File: config.mk
export PLATFORM = sky130hd
export DESIGN_NAME = frame_mode_scheduler
export DESIGN_NICKNAME = d
export VERILOG_FILES = /design/src/rtl/frame_mode_scheduler.sv
export SDC_FILE = /design/constraint.sdc
export NUM_CORES = 1
export LEC_CHECK = 0
export BUFFER_PORTS_ARGS = -buffer_cell sky130_fd_sc_hd__buf_2
export CAP_MARGIN = 20
export CORE_MARGIN = 4
export CORE_UTILIZATION = 35
export DETAILED_ROUTE_END_ITERATION = 10
export SYNTH_ARGS = -nofsm -noshare
export SYNTH_HDL_FRONTEND = slang
export SYNTH_SLANG_ARGS = --single-unit
File: constraint.sdc
create_clock -name iClk -period 3.7 [get_ports iClk]
set_input_delay 0.74 -clock iClk [delete_from_list [all_inputs] [get_ports iClk]]
set_output_delay 0.74 -clock iClk [all_outputs]
set_load 0.02 [all_outputs]
File: src/rtl/frame_mode_scheduler.sv
// Frame-synchronous processing-option select for the image processor: round-robin manual
// mode requests applied only at frame boundaries, plus an optional auto-cycle through enabled modes.
module frame_mode_scheduler #(
  parameter int                        NUM_REQ      = 4,
  parameter int                        MODE_W       = 3,
  parameter int                        CYCLE_FRAMES = 60,
  parameter logic [(1<<MODE_W)-1:0]    AUTO_MASK    = 8'h7F
) (
  input  logic                         iClk,
  input  logic                         iRst,
  input  logic                         iLineValid,
  input  logic [NUM_REQ-1:0]           iReq,
  input  logic [NUM_REQ*MODE_W-1:0]    iReqMode,
  input  logic                         iAuto,
  output logic [NUM_REQ-1:0]           oGnt,
  output logic [MODE_W-1:0]            oMode,
  output logic                         oPending,
  output logic                         oSwitch,
  output logic [15:0]                  oFrameCnt
);

  localparam int NUM_MODES = 1 << MODE_W;
  localparam int PTR_W     = (NUM_REQ > 1) ? $clog2(NUM_REQ) : 1;
  localparam int CNT_W     = (CYCLE_FRAMES > 1) ? $clog2(CYCLE_FRAMES) : 1;
  localparam logic [PTR_W-1:0] LAST_REQ = PTR_W'(NUM_REQ - 1);
  localparam logic [CNT_W-1:0] LAST_CNT = CNT_W'(CYCLE_FRAMES - 1);

  typedef enum logic {sIdle, sPend} stateT;

  stateT             state;
  logic              lineValidQ;
  logic [PTR_W-1:0]  rrPtr;
  logic [CNT_W-1:0]  cycleCnt;
  logic [MODE_W-1:0] latchedMode;

  logic              frameEdge;
  logic              reqHit;
  logic [PTR_W-1:0]  reqIdx;
  logic [PTR_W-1:0]  reqCand;
  logic              autoFound;
  logic [MODE_W-1:0] autoNext;
  logic [MODE_W-1:0] modeCand;

  // Falling edge of frame-valid; lineValidQ resets low so release never fakes an edge.
  assign frameEdge = lineValidQ & ~iLineValid;

  // Round-robin scan: first asserted request at or above the pointer, wrapping.
  // NOTE: every variable assigned in a combinational block gets a default first, so no latch is inferred.
  always_comb begin
    reqHit  = 1'b0;
    reqIdx  = '0;
    reqCand = '0;
    for (int i = 0; i < NUM_REQ; i++) begin
      reqCand = PTR_W'((int'(rrPtr) + i) % NUM_REQ);
      if (!reqHit && iReq[reqCand]) begin
        reqHit = 1'b1;
        reqIdx = reqCand;
      end
    end
  end

  // Next enabled mode strictly after the current one, wrapping through zero.
  always_comb begin
    autoFound = 1'b0;
    autoNext  = oMode;
    modeCand  = oMode;
    for (int i = 1; i < NUM_MODES; i++) begin
      modeCand = oMode + MODE_W'(i);
      if (!autoFound && AUTO_MASK[modeCand]) begin
        autoFound = 1'b1;
        autoNext  = modeCand;
      end
    end
  end

  // NOTE: sequential state uses non-blocking assignments so every register samples pre-edge values.
  always_ff @(posedge iClk or negedge iRst) begin
    if (!iRst) begin
      state       <= sIdle;
      lineValidQ  <= 1'b0;
      rrPtr       <= '0;
      cycleCnt    <= '0;
      latchedMode <= '0;
      oGnt        <= '0;
      oMode       <= '0;
      oPending    <= 1'b0;
      oSwitch     <= 1'b0;
      oFrameCnt   <= '0;
    end else begin
      lineValidQ <= iLineValid;
      oGnt       <= '0;
      oSwitch    <= 1'b0;
      if (frameEdge)
        oFrameCnt <= oFrameCnt + 16'd1;

      case (state)
        sIdle: begin
          if (reqHit) begin
            // A grant coinciding with a boundary still waits for the following one.
            oGnt        <= NUM_REQ'(1) << reqIdx;
            latchedMode <= iReqMode[int'(reqIdx)*MODE_W +: MODE_W];
            rrPtr       <= (reqIdx == LAST_REQ) ? '0 : reqIdx + 1'b1;
            oPending    <= 1'b1;
            state       <= sPend;
          end else if (frameEdge && iAuto) begin
            if (cycleCnt == LAST_CNT) begin
              cycleCnt <= '0;
              if (autoFound) begin
                oMode   <= autoNext;
                oSwitch <= 1'b1;
              end
            end else begin
              cycleCnt <= cycleCnt + 1'b1;
            end
          end
        end
        sPend: begin
          if (frameEdge) begin
            oMode    <= latchedMode;
            oSwitch  <= 1'b1;
            cycleCnt <= '0;
            oPending <= 1'b0;
            state    <= sIdle;
          end
        end
        default: state <= sIdle;
      endcase

      // Last assignment wins: with auto-cycle off the counter is parked at zero.
      if (!iAuto)
        cycleCnt <= '0;
    end
  end

endmodule

# After elaboration in Yosys (flattened, before gate mapping)
# Memory sizes are Yosys's and may differ from the RTL's.
# Index checks and enable logic that the tools add are counted.
[totals] mem_bits_ro=56 inputBits=20 n_memories=7 out_inout_bits=25 ff_bits=38 word_cells=146
[classes] n_mul=1 n_bitwise=3 magnitude_cmp=11 n_reduce_logical=23 shift=2 muxes=64 n_eq_ne=12 addsub=13
[mem_list] memory="(name not given)" depth=8 width=1 rd=1 rd_ports_with_merged_regs=0 write_ports=0 line_no="69" text="if (!autoFound && AUTO_MASK[modeCand]) begin"
[mem_list] memory="(name not given)" depth=8 width=1 rd=1 rd_ports_with_merged_regs=0 write_ports=0 line_no="69"
[mem_list] memory="(name not given)" depth=8 width=1 rd=1 rd_ports_with_merged_regs=0 write_ports=0 line_no="69"
[mem_list] memory="(name not given)" depth=8 width=1 rd=1 rd_ports_with_merged_regs=0 write_ports=0 line_no="69"
[mem_list] memory="(name not given)" depth=8 width=1 rd=1 rd_ports_with_merged_regs=0 write_ports=0 line_no="69"
[mem_list] memory="(name not given)" depth=8 width=1 rd=1 rd_ports_with_merged_regs=0 write_ports=0 line_no="69"
[mem_list] memory="1 more memories"
[ops] op="$mux W3" count=12
[ops] op="$mux W1" count=31
[ops] op="$mux W6" count=5
[ops] op="$lt A3 B4 Y1 const B" count=7
[ops] op="$add A16 B1 Y16 const B" count=1
[ops] op="$add A3 B3 Y3 const B" count=4
[ops] op="$lt A2 B3 Y1 const B" count=4
[ops] op="$pmux W6 S2" count=1
[ops] op="$shiftx A12 B5 Y3" count=1
[ops] op="$logic_and A1 B1 Y1" count=10
[ops] op="$mux W2" count=5
[ops] op="$ne A2 B2 Y1 const B" count=5
[ops] op="$logic_not A1 Y1" count=9
[ops] op="$bmux W1 S2" count=4
[ops] op="$mux W4" count=2
[ops] op="$ne A8 B8 Y1 const B" count=1
[ops] op="$add A3 B2 Y3 const B" count=2
[ops] op="$add A6 B1 Y6 const B" count=1
[ops] op="$eq A6 B6 Y1 const B" count=1
[ops] op="$ne A3 B3 Y1 const B" count=2
[ops] op="$pmux W1 S2" count=3
[ops] op="$pmux W3 S2" count=1
[ops] op="$reduce_and A6 Y1" count=1
[ops] op="$add A2 B1 Y2 const B" count=2
[ops] op="other kinds (11)" count=14

# Depth between registers and ports, before layout
[logic_depth] ltp_word=27 ltp_mapped=8 ltp_nobuf=7

# Worst setup path after synthesis
# No wires, ideal clock.
[synth_path] path_type="input-to-reg" from="input port iReq[0]" to="register oMode[0]" path_slack_ps=1317 t_required_ps=3631 cell_stages=7 setup_ps=69 path_buffers=2 arrival_time_ps=2314 path_cell_list="buf_6 -> or4_4 -> buf_6 -> nor2_4 -> a32oi_2 -> or4_1 -> nand3_1"
[synth_via] elab_chain_len=14
[synth_rtl] element="start, declared" line_no="12" text="input logic [NUM_REQ-1:0] iReq,"
[synth_rtl] element="$bmux W1 S2" line_no="55" text="if (!reqHit && iReq[reqCand]) begin"
[synth_rtl] element="$mux W1 (not written as such)" line_no="55"
[synth_rtl] element="$mux W1" line_no="55"
[synth_rtl] element="$logic_not A1 Y1" line_no="55"
[synth_rtl] element="$logic_and A1 B1 Y1" line_no="55"
[synth_rtl] element="$mux W1" line_no="55"
[synth_rtl] element="$logic_not A1 Y1" line_no="55"
[synth_rtl] element="$logic_and A1 B1 Y1" line_no="55"
[synth_rtl] element="$mux W1" line_no="55"
[synth_rtl] element="$logic_not A1 Y1" line_no="55"
[synth_rtl] element="$logic_and A1 B1 Y1" line_no="55"
[synth_rtl] element="$mux W1 *" line_no="55"
[synth_rtl] element="$ne A2 B2 Y1 (no source line) *"
[synth_rtl] element="$reduce_and A6 Y1 (no source line) *"
[synth_rtl] element="end signal, assigned" line_no="109" text="oMode <= autoNext;"
[synth_rtl] element="end signal, assigned" line_no="119" text="oMode <= latchedMode;"
[synth_rtl] element="end, declared" line_no="16" text="output logic [MODE_W-1:0] oMode,"
# Mark *: on every way between the ends. The rest lies on a longest branch, timed or not. The select of a mux whose other input is x is not followed.
# A chain may end at the register's enable or synchronous reset.

# Final worst setup path
# Ends and elaborated chain as after synthesis.

==> reports/qor.yml <==
setup_path:
  critPathBufInv: 1
  cp_data_arrival_time_ns: 2.39
  critPathSlowestCell: "or4_4"
  crit_start: "iReq[0]"
  cpPeakStageDelay_ns: 0.61
  crit_path_start_kind: "input pin"
  endpoint_kind: "register"
  crit_chain: "buf_2 > or4_4 > nor2_4 > a32oi_2 > or4_1 > nand3_1"
  path_delay_family: "simple AND/OR/NAND/NOR gates"
  crit_fanout: 8
  reg2reg_from: "rrPtr[1]"
  worst-setup-path-type: "in2reg"
  critPathRequiredTime_ns: 3.91
synth:
  syn_area_um2: 2280
  syn_nets: 268
  synth_edf_count: 0
  ys_warn_count: 0
  postSynthAreaPerCell_um2: 9.64
  ys_seq_elements: 38
  synth_cell_types: 51
  ys.flop_type: "dfrtp_1"
  async_flop_share: 1.00
  seq_area_frac_synth: 0.418
  syn_inst: 236
finish:
  fill_cells: 612
  area_delta_synth_final_pct: 15.7
  nets: 312
  final_cell_mix: "44 x buf_2, 38 x dfrtp_1, 19 x nand2_1"
  layout-drive-gt1-share: 0.214
  final_core_util: 0.415
  n_antenna_cell: 0
  final_cells: 357
  final_common_cell: "buf_2"
timing:
  max_slew_margin: 0.443
  setup_viol: 0
  drv_slew: 0
  timing.final.ws_setup_ns: 1.52
  fin_crit_sh: 0.590
  fin_skew_ns: 0.00788
  rsz0062_at_grt: "false"
  layout_min_cycle_time_ns: 2.18
  timing.fmax_mhz: 458
  tightest_slew_ns: 0.835
  final.setup.tns_ns: 0
  hold_viol: 0
worst_hold_path:
  hp-class: "reg2reg"
  min_from: "oFrameCnt[15]"
die:
  core_area_um2: 6350
  die_w_um: 88.6
  rows: 29
  ioPinCount: 45
  die_area_um2: 7860
  start_util: 0.358
  die_h_um: 88.6
outcome:
  status: "finished, final reports clean"
grt:
  grt_max_degree: 39
  antenna_found_initial: 0
  grt_pass1_vias: 1705
  grt_pass1_wl_um: 8040
  grt.total_usage: 0.127
  overflow: 0
place:
  dp_cells: 350
  globalplace.congestion: 0.837
  place_hpwl_um: 3630
  pre_cts_slack_ns: 1.23
  portBuffers: 44
clock_tree:
  cts.sinks: 38
  path_clk_slew_ns: 0.07
  numCtsBuffers: 5
  h-tree-depth: 2
  root_buffer: "clkbuf_8"
  insertion_delay_ns: 0.28
  cts_resized: 0
  ctsHoldBuffers: 0
  cts_tree: "done"
  clockBufferDepth: 2
  cts_setup_buffers: 0
pwr:
  total_leakage_power_nw: 1.24
  p_per_area_nw_per_um2: 546
  max-vdd-ir-drop_uv: 201
  power_w: 0.00144
routing:
  wl_per_cell_um: 13.5
  drc: 0
  routed_wirelength_um: 4800
  ant_nets: 0
  drtPass1Iterations: 4
  drt_iter0_drc: 128
  via_per_inst: 5.13
  vias: 1832
job:
  drv_cap: 0
## synthesized netlist by cell type, types with 2 or more instances
master     count  area share
and4_1         3       0.012
nor3_1         4      0.0088
a21oi_1       14       0.031
mux2i_1        4       0.018
o31ai_1        5       0.016
xnor2_1       16       0.062
nand2b_1       4       0.011
a31oi_1        2      0.0055
clkbuf_1       4      0.0066
a2bb2oi_1      2      0.0077
dfrtp_1       38        0.42
a211o_1        3       0.012
xor2_1         2      0.0077
buf_6          2      0.0099
nand3_1       14       0.031
nand4_1        5       0.014
o21ai_0        9       0.020
o2bb2ai_1      2      0.0077
nand3b_1       2      0.0066
ha_1          12       0.066
nand2_1       19       0.031
nor2_1        13       0.021
buf_2          3      0.0066
inv_1         13       0.021
nor2b_1        4       0.011
and3_1         2      0.0055
o211ai_1       4       0.013
and2_1         6       0.016
or2_2          2      0.0055
a32oi_1        2      0.0077
## layout make-up
type	count	area [µm²]	share of cell area
timing repair buffer	46	235	0.0893
tap	77	96.3	0.0366
clock buffer	5	68.8	0.0261
clock inverter	2	10.0	0.00380
sequential	38	951	0.361
multi-input combinational	176	1220	0.465
inverter	13	48.8	0.0185
## where the power goes
part / total, W / leakage, nW / internal [W] / switching [W]
Combinational: 0.000566 / 0.700 / 0.000240 / 0.000327
Sequential: 0.000609 / 0.494 / 0.000493 / 0.000116
Clock: 0.000263 / 0.0438 / 0.000126 / 0.000137
Total: 0.00144 / 1.24 / 0.000859 / 0.000580
## stage by stage
step | hold slack [ns] | instance area [µm²]
after detailed placement | 0.466 | 2550
after floorplan | 0.444 | 2280
final | 0.475 | 2630
after global routing | 0.507 | 2630
after CTS | 0.480 | 2630
after global placement | 0.456 | 2550
## sequential cells by signal, indices dropped and copies added, names as in the netlist
| register | count |
|---|---|
| cycleCnt | 6 |
| latchedMode | 3 |
| lineValidQ | 1 |
| oFrameCnt | 16 |
| oGnt | 4 |
| oMode | 3 |
| oPending | 1 |
| oSwitch | 1 |
| rrPtr | 2 |
| state | 1 |
## path summary, 6_finish.rpt
kind / endpoint / slack (ns) / depth (start not counted)
max: oMode[0] / 1.52 / 6
min: oFrameCnt[15] / 0.47 / 1
max reg2reg: oGnt[0] / 1.54 / 6
min reg2reg: oFrameCnt[15] / 0.47 / 1
max in group asynchronous: oFrameCnt[1] / 2.61 / 1
min in group asynchronous: oFrameCnt[7] / 0.56 / 1
## layer usage
metal | GRT usage | wire [µm]
met1 | 0.181 | 2310
met2 | 0.201 | 2230
met5 | 0 | 0
met4 | 0.0288 | 29
met3 | 0.0214 | 226
## cells by family (layout without fill, tap and decap cells)
kind of cell,count (synthesis),count (layout),synth area share
AOI/OAI and AO/OA,53,53,0.162
xor gates and xnor gates,18,18,0.0693
adders and majority gates,12,12,0.0660
buffers and inverters,22,66,0.0445
DFF,38,38,0.418
muxes,4,4,0.0176
and+or+nand+nor,89,89,0.223
Power figures use the tool's default switching activity.
